[config.mk]
export PLATFORM = sky130hd
export DESIGN_NAME = mem_req_arbiter
export DESIGN_NICKNAME = d
export VERILOG_FILES = /design/src/rtl/mem_req_arbiter.sv
export SDC_FILE = /design/constraint.sdc
export NUM_CORES = 1
export LEC_CHECK = 0
export BUFFER_PORTS_ARGS = -buffer_cell sky130_fd_sc_hd__buf_2
export CAP_MARGIN = 20
export CORE_MARGIN = 2
export CORE_UTILIZATION = 49
export CTS_CLUSTER_SIZE = 16
export DETAILED_ROUTE_END_ITERATION = 8
export PLACE_DENSITY = 0.86
export SLEW_MARGIN = 30
export SYNTH_ARGS = -nofsm -noshare
export SYNTH_HDL_FRONTEND = slang
export SYNTH_SLANG_ARGS = --single-unit
[constraint.sdc]
create_clock -name clk -period 8.9 [get_ports clk]
set_clock_uncertainty 0.1 [all_clocks]
set_input_delay 0.89 -clock clk [delete_from_list [all_inputs] [get_ports clk]]
set_output_delay 0.89 -clock clk [all_outputs]
set_load 0.005 [all_outputs]
[src/rtl/mem_req_arbiter.sv]
// Two-master memory request arbiter: instruction fetch and data load/store share one
// downstream command port, one transaction in flight, round-robin on conflict.
module mem_req_arbiter #(
  parameter int WAIT_LIMIT = 16
) (
  input  logic        clk,
  input  logic        rst,
  input  logic        i_req,
  input  logic [31:0] i_addr,
  output logic        i_ack,
  output logic [31:0] i_rdata,
  input  logic        d_read,
  input  logic        d_write,
  input  logic [31:0] d_addr,
  input  logic [31:0] d_wdata,
  output logic        d_ack,
  output logic [31:0] d_rdata,
  input  logic        bus_busy,
  input  logic        bus_valid,
  input  logic [31:0] bus_rdata,
  output logic        bus_read,
  output logic        bus_write,
  output logic [31:0] bus_addr,
  output logic [31:0] bus_wdata,
  output logic        timeout_err,
  output logic [1:0]  owner
);

  // state | meaning: IDLE arbitrate | ISSUE strobe bus when free | WAIT_RESP await bus_valid | RESPOND ack owner
  typedef enum logic [1:0] {
    IDLE      = 2'd0,
    ISSUE     = 2'd1,
    WAIT_RESP = 2'd2,
    RESPOND   = 2'd3
  } state_t;

  localparam logic [1:0] OWN_NONE = 2'd0;
  localparam logic [1:0] OWN_I    = 2'd1;
  localparam logic [1:0] OWN_D    = 2'd2;
  localparam logic [7:0] CNT_LAST = 8'(WAIT_LIMIT - 1);

  state_t      state_q, state_n;
  logic [1:0]  owner_q, owner_n;
  logic [31:0] addr_q, addr_n;
  logic [31:0] wdata_q, wdata_n;
  logic        write_q, write_n;
  logic [7:0]  cnt_q, cnt_n;
  logic [31:0] rdata_q, rdata_n;
  logic        last_d_q, last_d_n;
  logic        terr_q, terr_n;
  logic        d_pending;
  logic        grant_d;

  assign d_pending = d_read | d_write;

  always_ff @(posedge clk or posedge rst) begin
    if (rst) begin
      state_q  <= IDLE;
      owner_q  <= OWN_NONE;
      addr_q   <= '0;
      wdata_q  <= '0;
      write_q  <= 1'b0;
      cnt_q    <= '0;
      rdata_q  <= '0;
      last_d_q <= 1'b0;
      terr_q   <= 1'b0;
    end else begin
      state_q  <= state_n;
      owner_q  <= owner_n;
      addr_q   <= addr_n;
      wdata_q  <= wdata_n;
      write_q  <= write_n;
      cnt_q    <= cnt_n;
      rdata_q  <= rdata_n;
      last_d_q <= last_d_n;
      terr_q   <= terr_n;
    end
  end

  always_comb begin
    state_n   = state_q;
    owner_n   = owner_q;
    addr_n    = addr_q;
    wdata_n   = wdata_q;
    write_n   = write_q;
    cnt_n     = cnt_q;
    rdata_n   = rdata_q;
    last_d_n  = last_d_q;
    terr_n    = terr_q;
    grant_d   = 1'b0;
    bus_read  = 1'b0;
    bus_write = 1'b0;

    case (state_q)
      IDLE: begin
        if (i_req || d_pending) begin
          // data wins when it is alone or when instruction was served last
          grant_d = d_pending && (!i_req || !last_d_q);
          owner_n = grant_d ? OWN_D : OWN_I;
          addr_n  = grant_d ? d_addr : i_addr;
          write_n = grant_d && d_write;
          wdata_n = (grant_d && d_write) ? d_wdata : 32'd0;
          state_n = ISSUE;
        end
      end
      ISSUE: begin
        if (!bus_busy) begin
          bus_read  = !write_q;
          bus_write = write_q;
          cnt_n     = '0;
          state_n   = WAIT_RESP;
        end
      end
      WAIT_RESP: begin
        // a completion on the final counted cycle still wins over the timeout
        if (bus_valid) begin
          rdata_n = write_q ? 32'd0 : bus_rdata;
          state_n = RESPOND;
        end else if (cnt_q == CNT_LAST) begin
          terr_n  = 1'b1;
          rdata_n = 32'd0;
          state_n = RESPOND;
        end else begin
          cnt_n = cnt_q + 8'd1;
        end
      end
      RESPOND: begin
        last_d_n = (owner_q == OWN_D);
        owner_n  = OWN_NONE;
        addr_n   = '0;
        wdata_n  = '0;
        write_n  = 1'b0;
        cnt_n    = '0;
        rdata_n  = '0;
        state_n  = IDLE;
      end
      default: state_n = IDLE;
    endcase
  end

  assign i_ack       = (state_q == RESPOND) && (owner_q == OWN_I);
  assign d_ack       = (state_q == RESPOND) && (owner_q == OWN_D);
  assign i_rdata     = i_ack ? rdata_q : 32'd0;
  assign d_rdata     = d_ack ? rdata_q : 32'd0;
  assign bus_addr    = addr_q;
  assign bus_wdata   = wdata_q;
  assign timeout_err = terr_q;
  assign owner       = owner_q;

endmodule

==> results.md <==
- DP HPWL: approximately 11000 um
- GRT overflow: 0
- Layout cells sized above 1: between 40 and 50%
- Crit-path max FO: 32
- CP required: roughly 8 ns
- Unrepaired setup endpoints after global routing: false
- Fin. max-slew vios: 0
- Root buf cell: clkbuf_8
- Final hold vios: 0
- Max cap viols: 0
- Power Density: between 200 and 300 mW/mm^2
- Post-synth ARST share: 100%
- # rows: 37
- Crit path largest cell delay: between 0.4 and 0.5 ns
- CP Cell Sequence: ha_1 > nand2_2 > nor3_1 > buf_2
- Post-synthesis to final-layout area growth: 31.6%
- Clock transition at the registers of the reported paths: about 0.1 ns
- Critical path launch point type: flip-flop
- Worst-Margin Slew: around 0.8 ns
- Vias in the first global route: approximately 4700
- Num CTS Buffers: 9
- Via Count: 4744
- Synthesized net count: 622
- DR DRC count: 0
- Layout Utilization: 66.7%
- Placeable Area: ~0.010 mm^2
- DR iter-0 viols: between 300 and 400
- Hold Crit Class: flip-flop to flip-flop
- Setup repair bufs after CTS: 0
- Die Ht: approximately 110 um
- Mapped Area: 0.00525 mm^2
- Slew headroom: a little under half
- WL final: 15000 um
- Placed Area: about 0.0067 mm^2
- GPL Wtd Cong: 0.858
- Static Leak: 4.06 nW
- Leading area contributor after synthesis: dfrtp_1
- Initial antenna violation count: 1
- DRT Pass-1 Iters: 7
- Post-synth EDFFs: 0
- Drt wl/cell: about 17 um
- CTS max path bufs: 2
- Critical path's slowest cell: nand2_2
- Final ANT Viol Nets: 0
- Top-count cell post-synth: dfrtp_1
- Vias per cell: 5.43
- Achievable frequency: roughly 310 MHz
- Status: completed
- Initial Util: 50.7%
- Synth top area cells: dfrtp_1, a22o_1, mux2i_1, a21o_1, and2_1
- First-pass GRT wire length: 23300 um
- Synth cell types: slightly above 40
- Worst IR Drop VDD: about 0.22 mV
- Crit share post-route: a little over a third
- Register bit total from synthesis: ~110
- Predominant post-synthesis flop cell: dfrtp_1
- GRT Total Usage: around a quarter
- H-Tree Depth: 3
- Top cell type's share of synthesized area: between 50% and 60%
- CP Capture Type: output pin
- Largest net degree at the start of global routing: between 60 and 70
- # IOs: 270
- Post-synth top cells: dfrtp_1, a22o_1, nand2_1
- Multi-input logic area: between 0.002 and 0.0025 mm^2
- DIE AREA: around 0.012 mm^2
- Register area: 0.00278 mm^2
- WS Path Type: flip-flop to output pin
- CTS tree: yes
- CTS sink count: around 110
- Synth warn: 0
- Layout fillers: 816
- Die width: 108 um
- Setup violators final: 0
- Seq/Total Area, Yosys: ~53%
- Crit path time final: 3.24 ns
- Post-Syn Instances: 481
- Syn_area_per_cell: 10.9 um^2
- Resize count post-CTS: 0
- IO buf count: roughly 270
- Total Neg Setup Slack: 0 ns
- Arrival @ worst endpoint: 2.25 ns
- Worst skew pair latency: 0.36 ns
- Cts hold-fix bufs: 0
- Final Instance Area: around 0.0069 mm^2
- Total Nets Final: around 900
## worst paths after layout
check / slack, ns / end / cells after the start / from
max reg2reg: 6.30 / bus_wdata[2] / 7 / state_q[0]
max in group asynchronous: 6.95 / rdata_q[26] / 3 / rst
min: 0.38 / bus_addr[18] / 1 / bus_addr[18]
max: 5.66 / i_rdata[14] / 4 / state_q[1]
min reg2reg: 0.38 / bus_addr[18] / 1 / bus_addr[18]
min in group asynchronous: 0.50 / rdata_q[16] / 2 / rst
## worst max-delay path, delay by kind of cell (launching register included)
family | cells | cell delay [ns]
adder cells (fa/ha/maj) | 1 | 0.44
buffers and inverters | 1 | 0.18
flip-flops | 1 | 0.41
AND/OR/NAND/NOR | 2 | 0.84
## cell type report
type / instances / area share (%)
flip-flops and latches: 111 / 40.2
multi-input cells: 297 / 31.5
repair buffers: 275 / 20.4
well taps: 136 / 2.46
inverters: 39 / 2.15
clock buffers: 10 / 1.99
clock inverters: 5 / 1.19
diodes: 1 / 0.0362
## report_power, final
group	total [mW]	leakage, nW	internal (mW)	switching (mW)
logic	0.875	2.48	0.394	0.481
clock network	0.332	0.101	0.165	0.167
registers	0.821	1.48	0.690	0.131
## routing by layer
metal / share of wire [%] / track usage (%) / wire, um
met1: 41 / 32.3 / 6140
met2: 50 / 44.5 / 7500
met3: 7.4 / 5.33 / 1120
met4: 1.5 / 7.51 / 232
met5: 0 / 0 / 0
## cell usage in the layout (no fill, tap or decap), types with 2 or more instances in the layout
master	netlist	routed
o21ai_0	3	3
nor3_1	31	31
bufinv_16	0	2
a21o_1	36	36
mux2i_1	33	33
and3_1	3	3
nand2_1	40	39
buf_4	3	5
o31ai_1	5	5
a22o_1	65	65
a31oi_1	2	2
ha_1	6	6
clkinvlp_4	0	3
nand3_1	4	4
a21oi_1	3	3
nor2_1	7	7
dfrtp_1	111	110
nor3b_1	4	2
nor3b_2	0	2
and2_1	34	33
nand3b_1	2	2
inv_1	39	38
clkbuf_8	0	10
buf_2	10	269
## flip-flops by register name (all words and copies together) (netlist names)
signal       count
write_q          1
last_d_q         1
timeout_err      1
owner            2
state_q          2
cnt_q            8
rdata_q         32
bus_wdata       32
bus_addr        32
## kinds of logic after synthesis
logic type	synth area share, %
AND/OR/NAND/NOR	13.5
adder cells (fa/ha/maj)	1.43
multiplexers	6.72
buffers and inverters	6.10
flip-flops	52.9
AO/OA/AOI/OAI	19.3
## stage by stage
stage,hold WS (ns),std cells,worst slack (ns),power [mW]
after floorplan,0.360,481,4.98,1.39
after global placement,0.354,857,5.82,1.63
after detailed placement,0.360,858,5.73,1.70
after CTS,0.383,873,5.32,2.03
after global routing,0.395,874,5.48,2.16
final,0.379,874,5.66,2.03
No activity file was read; power rests on OpenSTA's default activity.
